===== config.mk =====
export PLATFORM = sky130hd
export DESIGN_NAME = rx_cmd_decoder
export DESIGN_NICKNAME = d
export VERILOG_FILES = /design/src/rtl/rx_cmd_decoder.sv
export SDC_FILE = /design/constraint.sdc
export NUM_CORES = 1
export LEC_CHECK = 0
export CELL_PAD_IN_SITES_DETAIL_PLACEMENT = 0
export CELL_PAD_IN_SITES_GLOBAL_PLACEMENT = 1
export CORE_ASPECT_RATIO = 1.2
export CORE_MARGIN = 5
export CORE_UTILIZATION = 32
export DETAILED_ROUTE_END_ITERATION = 8
export PLACE_DENSITY = 0.71
export SLEW_MARGIN = 20
export SYNTH_ARGS = -nofsm -noshare
export SYNTH_HDL_FRONTEND = slang
export SYNTH_SLANG_ARGS = --single-unit

===== constraint.sdc =====
create_clock -name clk -period 1.4 [get_ports clk]
set_input_delay 0.28 -clock clk [delete_from_list [all_inputs] [get_ports clk]]
set_output_delay 0.28 -clock clk [all_outputs]
set_load 0.05 [all_outputs]

===== src/rtl/rx_cmd_decoder.sv =====
// -----------------------------------------------------------------------------
// rx_cmd_decoder
//
// Purpose:
//   Assembles command frames from the UART receive byte stream and issues
//   one-cycle strobes to the register file and the ALU.
//   Frames:
//     OP_WR      addr data   -> wr_en with addr/wr_data
//     OP_RD      addr        -> rd_en with addr
//     OP_ALU_OPS a b fun     -> wr_en (addr 0, a), wr_en (addr 1, b), alu_en
//     OP_ALU_NOP fun         -> alu_en
//   Bytes inside a frame are payload; they are never decoded as opcodes.
//
// Optional feature (macro RX_CMD_TIMEOUT_EN):
//   When defined, a partial frame that sees no byte for TIMEOUT cycles is
//   aborted: the FSM returns to IDLE, cmd_err pulses and alu_clk_en clears.
//   When undefined, a partial frame waits indefinitely.
//
// Ports:
//   clk        in   system clock (UART RX clock domain)
//   rst        in   asynchronous active-high reset
//   rx_data    in   received byte
//   rx_valid   in   one-cycle byte strobe
//   wr_en      out  register-file write strobe (one cycle)
//   rd_en      out  register-file read strobe (one cycle)
//   addr       out  register-file address (holds between strobes)
//   wr_data    out  register-file write data (holds between strobes)
//   alu_en     out  ALU execute strobe (one cycle)
//   alu_fun    out  ALU function code (holds between strobes)
//   alu_clk_en out  ALU clock-gate enable, opcode byte through alu_en cycle
//   busy       out  high while a frame is partially received
//   cmd_err    out  one-cycle strobe on unknown opcode or timeout abort
//
// All outputs are registered.
// -----------------------------------------------------------------------------
module rx_cmd_decoder #(
   parameter int         ADDR_W     = 4,
   parameter logic [7:0] OP_WR      = 8'hAA,
   parameter logic [7:0] OP_RD      = 8'hBB,
   parameter logic [7:0] OP_ALU_OPS = 8'hCC,
   parameter logic [7:0] OP_ALU_NOP = 8'hDD,
   parameter int         TIMEOUT    = 4096
) (
   input  logic              clk,
   input  logic              rst,
   input  logic [7:0]        rx_data,
   input  logic              rx_valid,
   output logic              wr_en,
   output logic              rd_en,
   output logic [ADDR_W-1:0] addr,
   output logic [7:0]        wr_data,
   output logic              alu_en,
   output logic [3:0]        alu_fun,
   output logic              alu_clk_en,
   output logic              busy,
   output logic              cmd_err
);

   typedef enum logic [2:0] {
      IDLE    = 3'd0,
      WR_ADDR = 3'd1,
      WR_DATA = 3'd2,
      RD_ADDR = 3'd3,
      ALU_A   = 3'd4,
      ALU_B   = 3'd5,
      ALU_FUN = 3'd6
   } state_t;

   state_t              state_r;
   state_t              state_nxt_s;

   logic                wr_en_nxt_s;
   logic                rd_en_nxt_s;
   logic                alu_en_nxt_s;
   logic                cmd_err_nxt_s;
   logic                alu_clk_en_nxt_s;
   logic [ADDR_W-1:0]   addr_nxt_s;
   logic [7:0]          wr_data_nxt_s;
   logic [3:0]          alu_fun_nxt_s;

`ifdef RX_CMD_TIMEOUT_EN
   localparam int CNT_W = $clog2(TIMEOUT + 1);
   // Last count value before the abort fires; a frame idles TIMEOUT cycles.
   localparam logic [CNT_W-1:0] TO_LAST = CNT_W'(TIMEOUT - 1);

   logic [CNT_W-1:0]    to_cnt_r;
   logic [CNT_W-1:0]    to_cnt_nxt_s;
`else
   // TIMEOUT is only meaningful with the watchdog compiled in; this empty
   // generate keeps the parameter referenced in the default build.
   if (TIMEOUT < 2) begin : g_timeout_unused
   end
`endif

   // Next-state and next-output decode for one received byte (or idle cycle).
   always_comb begin
      state_nxt_s      = state_r;
      wr_en_nxt_s      = 1'b0;
      rd_en_nxt_s      = 1'b0;
      alu_en_nxt_s     = 1'b0;
      cmd_err_nxt_s    = 1'b0;
      addr_nxt_s       = addr;
      wr_data_nxt_s    = wr_data;
      alu_fun_nxt_s    = alu_fun;
      // The clock gate stays open through the alu_en cycle and closes after.
      alu_clk_en_nxt_s = alu_en ? 1'b0 : alu_clk_en;
`ifdef RX_CMD_TIMEOUT_EN
      to_cnt_nxt_s     = to_cnt_r;
`endif

      if (rx_valid) begin
`ifdef RX_CMD_TIMEOUT_EN
         // A byte always wins over an expiring counter.
         to_cnt_nxt_s = {CNT_W{1'b0}};
`endif
         case (state_r)
            IDLE: begin
               if (rx_data == OP_WR) begin
                  state_nxt_s = WR_ADDR;
               end else if (rx_data == OP_RD) begin
                  state_nxt_s = RD_ADDR;
               end else if (rx_data == OP_ALU_OPS) begin
                  state_nxt_s      = ALU_A;
                  alu_clk_en_nxt_s = 1'b1;
               end else if (rx_data == OP_ALU_NOP) begin
                  state_nxt_s      = ALU_FUN;
                  alu_clk_en_nxt_s = 1'b1;
               end else begin
                  state_nxt_s   = IDLE;
                  cmd_err_nxt_s = 1'b1;
               end
            end
            WR_ADDR: begin
               addr_nxt_s  = rx_data[ADDR_W-1:0];
               state_nxt_s = WR_DATA;
            end
            WR_DATA: begin
               wr_data_nxt_s = rx_data;
               wr_en_nxt_s   = 1'b1;
               state_nxt_s   = IDLE;
            end
            RD_ADDR: begin
               addr_nxt_s  = rx_data[ADDR_W-1:0];
               rd_en_nxt_s = 1'b1;
               state_nxt_s = IDLE;
            end
            ALU_A: begin
               // Operand A lands in register 0.
               addr_nxt_s    = {ADDR_W{1'b0}};
               wr_data_nxt_s = rx_data;
               wr_en_nxt_s   = 1'b1;
               state_nxt_s   = ALU_B;
            end
            ALU_B: begin
               // Operand B lands in register 1.
               addr_nxt_s    = ADDR_W'(1);
               wr_data_nxt_s = rx_data;
               wr_en_nxt_s   = 1'b1;
               state_nxt_s   = ALU_FUN;
            end
            ALU_FUN: begin
               alu_fun_nxt_s    = rx_data[3:0];
               alu_en_nxt_s     = 1'b1;
               alu_clk_en_nxt_s = 1'b1;
               state_nxt_s      = IDLE;
            end
            default: begin
               state_nxt_s      = IDLE;
               alu_clk_en_nxt_s = 1'b0;
            end
         endcase
      end else begin
`ifdef RX_CMD_TIMEOUT_EN
         if (state_r != IDLE) begin
            if (to_cnt_r == TO_LAST) begin
               state_nxt_s      = IDLE;
               cmd_err_nxt_s    = 1'b1;
               alu_clk_en_nxt_s = 1'b0;
               to_cnt_nxt_s     = {CNT_W{1'b0}};
            end else begin
               to_cnt_nxt_s = to_cnt_r + CNT_W'(1);
            end
         end else begin
            to_cnt_nxt_s = {CNT_W{1'b0}};
         end
`else
         // No byte: state and held outputs stay as they are.
         state_nxt_s = state_r;
`endif
      end
   end

   // State and output registers; reset drops any partial frame silently.
   always_ff @(posedge clk or posedge rst) begin
      if (rst) begin
         state_r    <= IDLE;
         wr_en      <= 1'b0;
         rd_en      <= 1'b0;
         alu_en     <= 1'b0;
         cmd_err    <= 1'b0;
         alu_clk_en <= 1'b0;
         busy       <= 1'b0;
         addr       <= {ADDR_W{1'b0}};
         wr_data    <= 8'h00;
         alu_fun    <= 4'h0;
      end else begin
         state_r    <= state_nxt_s;
         wr_en      <= wr_en_nxt_s;
         rd_en      <= rd_en_nxt_s;
         alu_en     <= alu_en_nxt_s;
         cmd_err    <= cmd_err_nxt_s;
         alu_clk_en <= alu_clk_en_nxt_s;
         busy       <= (state_nxt_s != IDLE);
         addr       <= addr_nxt_s;
         wr_data    <= wr_data_nxt_s;
         alu_fun    <= alu_fun_nxt_s;
      end
   end

`ifdef RX_CMD_TIMEOUT_EN
   // Idle-cycle counter for the partial-frame watchdog.
   always_ff @(posedge clk or posedge rst) begin
      if (rst) begin
         to_cnt_r <= {CNT_W{1'b0}};
      end else begin
         to_cnt_r <= to_cnt_nxt_s;
      end
   end
`endif

endmodule


==> results of run 1 <==
==> worst max-delay path, cell delays in order <==
cell	delay, ns
clkdlybuf4s50_1	0.46
nand4bb_1	0.26
nor3_2	0.28
a31oi_1	0.12
a21oi_1	0.13
==> metrics by stage <==
step | util, % | setup WS, ns | setup TNS [ns]
5_1_grt | 53.3 | -0.0289 | -0.0362
2_1_floorplan | - | 0.0451 | 0
4_1_cts | 52.9 | 0.0514 | 0
3_3_place_gp | 51.6 | -0.191 | -1.52
6_report | 53.3 | 0.0680 | 0
3_5_place_dp | 51.6 | -0.221 | -1.79
==> path summary, 6_finish.rpt <==
check / start / end / slack [ns] / cells after the start
worst max-delay path: rx_data[1] / state_r[2] / 0.07 / 5
worst min-delay path: rst / alu_clk_en / 0.36 / 3
worst max register to register: state_r[2] / wr_data[2] / 0.09 / 4
worst min register to register: alu_fun[0] / alu_fun[0] / 0.55 / 2
max in group asynchronous: rst / alu_fun[3] / 0.79 / 3
min in group clk: rx_data[0] / alu_fun[0] / 0.46 / 4
==> sequential cells by signal, summed over array words and instances, names as in the netlist <==
register,cells
wr_data,8
alu_fun,4
rd_en,1
alu_clk_en,1
busy,1
alu_en,1
state_r,3
cmd_err,1
addr,4
wr_en,1
==> power by group <==
group / switching, W / internal [W]
Clock: 0.000217 / 0.000203
Combinational: 0.00118 / 0.00122
Sequential: 0.000271 / 0.000961
==> per-layer routing <==
metal,vias to the layer above,track usage (%),routed length (um)
li1,454,-,-
met1,468,15.3,1200
met2,29,18.9,1430
met3,6,1.62,113
met4,0,6.64,68
met5,-,0,0
==> area by class of cell <==
class | count | area [um^2] | share of cell area [%]
timing repair buffer | 49 | 671 | 35.2
sequential | 25 | 626 | 32.8
multi-input combinational | 70 | 497 | 26.1
tap | 39 | 48.8 | 2.56
clock buffer | 4 | 45.0 | 2.36
inverter | 5 | 18.8 | 0.985
==> logic make-up (layout without fill, tap and decap cells) <==
kind of cell / after synthesis / after routing / share of synthesized area [%]
simple gates: 41 / 41 / 19.7
flops: 25 / 25 / 53.4
xor+xnor: 1 / 1 / 0.748
mux: 9 / 9 / 11.5
buf+inv: 10 / 58 / 5.23
compound gates: 19 / 19 / 9.40
==> synthesized netlist by cell type, types with 2 or more instances <==
cell | count | share of area (%)
buf_6 | 2 | 1.9
buf_4 | 2 | 1.3
o21ai_0 | 2 | 0.85
nor3b_1 | 2 | 1.3
a311oi_1 | 2 | 1.5
and3_1 | 3 | 1.6
nand2_1 | 22 | 7.1
nor3_2 | 2 | 1.7
dfrtp_1 | 25 | 53
a21oi_1 | 6 | 2.6
nor3_1 | 3 | 1.3
mux2_4 | 9 | 12
nand4bb_1 | 2 | 1.9
nor2_1 | 3 | 0.96
o21ai_1 | 6 | 2.6
inv_2 | 2 | 0.64
nand2b_1 | 2 | 1.1
inv_1 | 3 | 0.96
==> impl_metrics.json, run 1 <==
{
  "status": "complete, no violations",
  "final_area_um2": 1910,
  "hold_buffers": 0,
  "whs_ns": 0.363,
  "fin_nets": 165,
  "synth-main-ff-cell": "dfrtp_1",
  "ant_nets": 0,
  "ir_drop_mv": 1.01,
  "drv_cap": 0,
  "core_um2": 3570,
  "pin_count": 33,
  "syn_nets": 116,
  "synthToLayoutAreaGrowth_pct": 62.7,
  "finalHoldViolCount": 0,
  "hp-class": "input port to asynchronous set/reset pin",
  "clk_latency_ns": 0.26,
  "synth_edf_count": 0,
  "firstDrtPassIters": 4,
  "root_buffer": "clkbuf_8",
  "p_leak_nw": 0.923,
  "drc": 0,
  "crit_fanout": 4,
  "die_y_um": 76.3,
  "endpoint_kind": "register",
  "place.detailed.instances": 188,
  "fillers": 303,
  "io_buffers": 32,
  "relSlewSlack_pct": 78.2,
  "start_util_pct": 32.8,
  "clkTransAtPathRegs_ns": 0.08,
  "cts_setup_buffers": 0,
  "yosysSeqAreaShare_pct": 53.4,
  "finClkSkew_ns": 0.00108,
  "cp.required_ns": 1.59,
  "hpwl_um": 2180,
  "drtIter0Drc": 43,
  "grt_overflow_total": 0,
  "fmax_mhz": 751,
  "yosysWarningCount": 0,
  "critPathKind": "input port to register",
  "power_w": 0.00405,
  "setup_viol": 0,
  "synthDistinctLibCells": 25,
  "layout-drive-gt1-share_pct": 38.6,
  "vias_per_cell": 4.98,
  "syn_avg_cell_area_um2": 11.2,
  "rsz0062_at_grt": "yes",
  "wl_per_cell_um": 14.7,
  "cts_tree": "built",
  "htreeDepth": 1,
  "layout_common_cells": "dfrtp_1, nand2_1, buf_12",
  "vias": 957,
  "cts_buffers": 3,
  "row_count": 24,
  "async_flop_share_pct": 100,
  "stdcell_count": 192,
  "synth_area_um2": 1170,
  "die_x_um": 65.2,
  "grt_pass1_wl_um": 4660,
  "cp.arrival_ns": 1.52,
  "startpoint_type": "input port",
  "power_density_nw_per_um2": 2130,
  "antenna_found_initial": 0,
  "grt_start_max_net_pins": 26,
  "period_needed_ns": 1.33,
  "final_max_slew_viol_count": 0,
  "cts_resized": 0,
  "grt_usage_pct": 11.9,
  "finalCritPeriodShare_pct": 95.1,
  "max-clock-path-buffers": 2,
  "final_common_cell": "dfrtp_1",
  "dieArea_um2": 4970,
  "worstMarginPinSlew_ns": 0.327,
  "place_area_um2": 1850,
  "place.gp.congestion": 0.775,
  "netlist_instances": 105,
  "ys_ff_latch": 25,
  "clock_sinks": 25,
  "grt_pass1_vias": 991,
  "antenna_cells": 0,
  "wirelength_um": 2820
}
(Power assumes the default switching activity.)
==> inputs of run 2 (changes only) <==
==> constraint.sdc (replaced) <==
create_clock -name clk -period 1.2 [get_ports clk]
set_input_delay 0.24 -clock clk [delete_from_list [all_inputs] [get_ports clk]]
set_output_delay 0.24 -clock clk [all_outputs]
set_load 0.05 [all_outputs]
==> run 2 against run 1 <==
Compared with the run above:
- sequential share of layout area shrank 1.0 points
- largest cell class unchanged
- final cell count grew 0.52%
- the flow now finishes with violations (setup timing)
- routed wire length shrank 1.3%
- clock power grew 21%
- first-iteration DRC count shrank 37%
- sequential cell count is the same
==> impl_metrics.json, run 2 (synthesis gave the netlist of run 1 again) <==
{
  "status": "finished with violations",
  "violations": "setup timing",
  "fin_nets": 166,
  "grt_pass1_vias": 983,
  "hp-class": "input port to asynchronous set/reset pin",
  "cp.arrival_ns": 1.44,
  "ir_drop_mv": 1.27,
  "r2r_slack_ns": -0.07,
  "hpwl_um": 2090,
  "finalHoldViolCount": 0,
  "endpoint_kind": "register",
  "endpoint": "wr_data[0]",
  "fillers": 304,
  "final_max_slew_viol_count": 0,
  "finClkSkew_ns": 0.00143,
  "stdcell_count": 193,
  "cp.required_ns": 1.36,
  "rsz0062_at_grt": "yes",
  "max-clock-path-buffers": 2,
  "start_util_pct": 32.8,
  "clk_latency_ns": 0.27,
  "antenna_found_initial": 0,
  "power_w": 0.00478,
  "grt_start_max_net_pins": 26,
  "r2r-end": "wr_data[0]",
  "wirelength_um": 2780,
  "period_needed_ns": 1.27,
  "die_x_um": 65.2,
  "p_leak_nw": 0.968,
  "fin_ws_ns": -0.0735,
  "root_buffer": "clkbuf_8",
  "drtIter0Drc": 27,
  "largest_reg_flops": 8,
  "vias": 948,
  "clkTransAtPathRegs_ns": 0.09,
  "place.gp.congestion": 0.779,
  "critPathKind": "register to register",
  "finalCritPeriodShare_pct": 106,
  "firstDrtPassIters": 6,
  "core_um2": 3570,
  "grt_usage_pct": 12.5,
  "grt_pass1_wl_um": 4800,
  "io_buffers": 32,
  "cts_buffers": 3,
  "reg2reg_from": "state_r[1]",
  "setup_viol": 8,
  "layout-drive-gt1-share_pct": 40.9,
  "clock_sinks": 25,
  "pin_count": 33,
  "setup-tns-final_ns": -0.545,
  "antenna_cells": 0,
  "ant_nets": 0,
  "layout_common_cells": "dfrtp_1, buf_12, nand2_1",
  "wl_per_cell_um": 14.4,
  "fmax_mhz": 785,
  "drv_cap": 0,
  "row_count": 24,
  "final_common_cell": "dfrtp_1",
  "cp-startpoint": "state_r[1]",
  "worstMarginPinSlew_ns": 0.253,
  "crit_fanout": 4,
  "power_density_nw_per_um2": 2430,
  "drc": 0,
  "fin_util_pct": 55.0,
  "synthToLayoutAreaGrowth_pct": 67.8,
  "htreeDepth": 1,
  "die_y_um": 76.3,
  "top_regs": "wr_data (8), addr (4), alu_fun (4)",
  "place.detailed.instances": 185,
  "r2r_cells": 3,
  "dieArea_um2": 4970,
  "startpoint_type": "register",
  "vias_per_cell": 4.91,
  "grt_overflow_total": 0,
  "relSlewSlack_pct": 83.0,
  "cts_tree": "built",
  "top_register": "wr_data"
}
run 2: cell count changes in the layout (fill, tap and decap cells not counted), sizes merged:
cell / delta
nand2: +1
clkinvlp: +1
dlymetal6s2s: +1
clkbuf: -1
dlygate4sd2: +4
clkdlybuf4s50: -5
run 2: area by class of cell:
cell class	instances	area (um^2)	area share, %
clock buffer	3	41.3	2.10
sequential	25	626	31.8
clock inverter	1	7.51	0.382
inverter	5	18.8	0.955
timing repair buffer	49	693	35.3
multi-input combinational	71	531	27.0
tap	39	48.8	2.48
run 2: worst max-delay path, cell delays in order, from the launching register on:
cell and delay, ns:
dfrtp_1 0.40, mux2_4 0.36, nand2_4 0.11, mux2_4 0.30
run 2: repair_timing:
item | CTS | global route
cloned | 1 | 0
endpoints found under the setup margin | 13 | 18
buffers inserted | 1 | 2
resized for setup | 8 | 4
pin swaps | 3 | 2
hold buffers | 0 | 0
run 2: how the worst min path moves through the flow:
stage                     startpoint    endpoint  depth (start not counted)
after floorplan                  rst     addr[0]                          1
after global routing      rx_data[5]  wr_data[5]                          2
after CTS                        rst  alu_fun[2]                          3
final                            rst     addr[3]                          3
after global placement    alu_fun[0]  alu_fun[0]                          2
after detailed placement  alu_fun[0]  alu_fun[0]                          2
run 2: per-stage QoR:
stage,hold WS [ns],worst slack [ns],cell area [um^2]
after detailed placement,0.532,-0.368,1850
final,0.283,-0.0735,1970
after global placement,0.533,-0.339,1850
after floorplan,0.267,-0.129,1170
after CTS,0.291,-0.0789,1940
after global routing,0.288,-0.105,1970
run 2: power by group:
part / total (W) / internal (W) / switching, W
logic: 0.00283 / 0.00145 / 0.00138
clock network: 0.000507 / 0.000235 / 0.000271
registers: 0.00144 / 0.00112 / 0.000320
total: 0.00478 / 0.00280 / 0.00198
run 2: routing by layer:
| metal | vias up | global-route usage, % | share of wire [%] |
|---|---|---|---|
| li1 | 464 | - | - |
| met1 | 453 | 15.4 | 41 |
| met2 | 25 | 20.2 | 53 |
| met3 | 6 | 2.65 | 3.6 |
| met4 | 0 | 6.64 | 2.7 |
| met5 | - | 0 | 0 |
==> inputs of run 3 (changes only) <==
--- a/config.mk
+++ b/config.mk
@@ -5,6 +5,7 @@
 export SDC_FILE = /design/constraint.sdc
 export NUM_CORES = 1
 export LEC_CHECK = 0
+export CAP_MARGIN = 20
 export CELL_PAD_IN_SITES_DETAIL_PLACEMENT = 0
 export CELL_PAD_IN_SITES_GLOBAL_PLACEMENT = 1
 export CORE_ASPECT_RATIO = 1.2
==> results of run 3 <==
Final layout, timing and power as in run 2 (identical DEF).
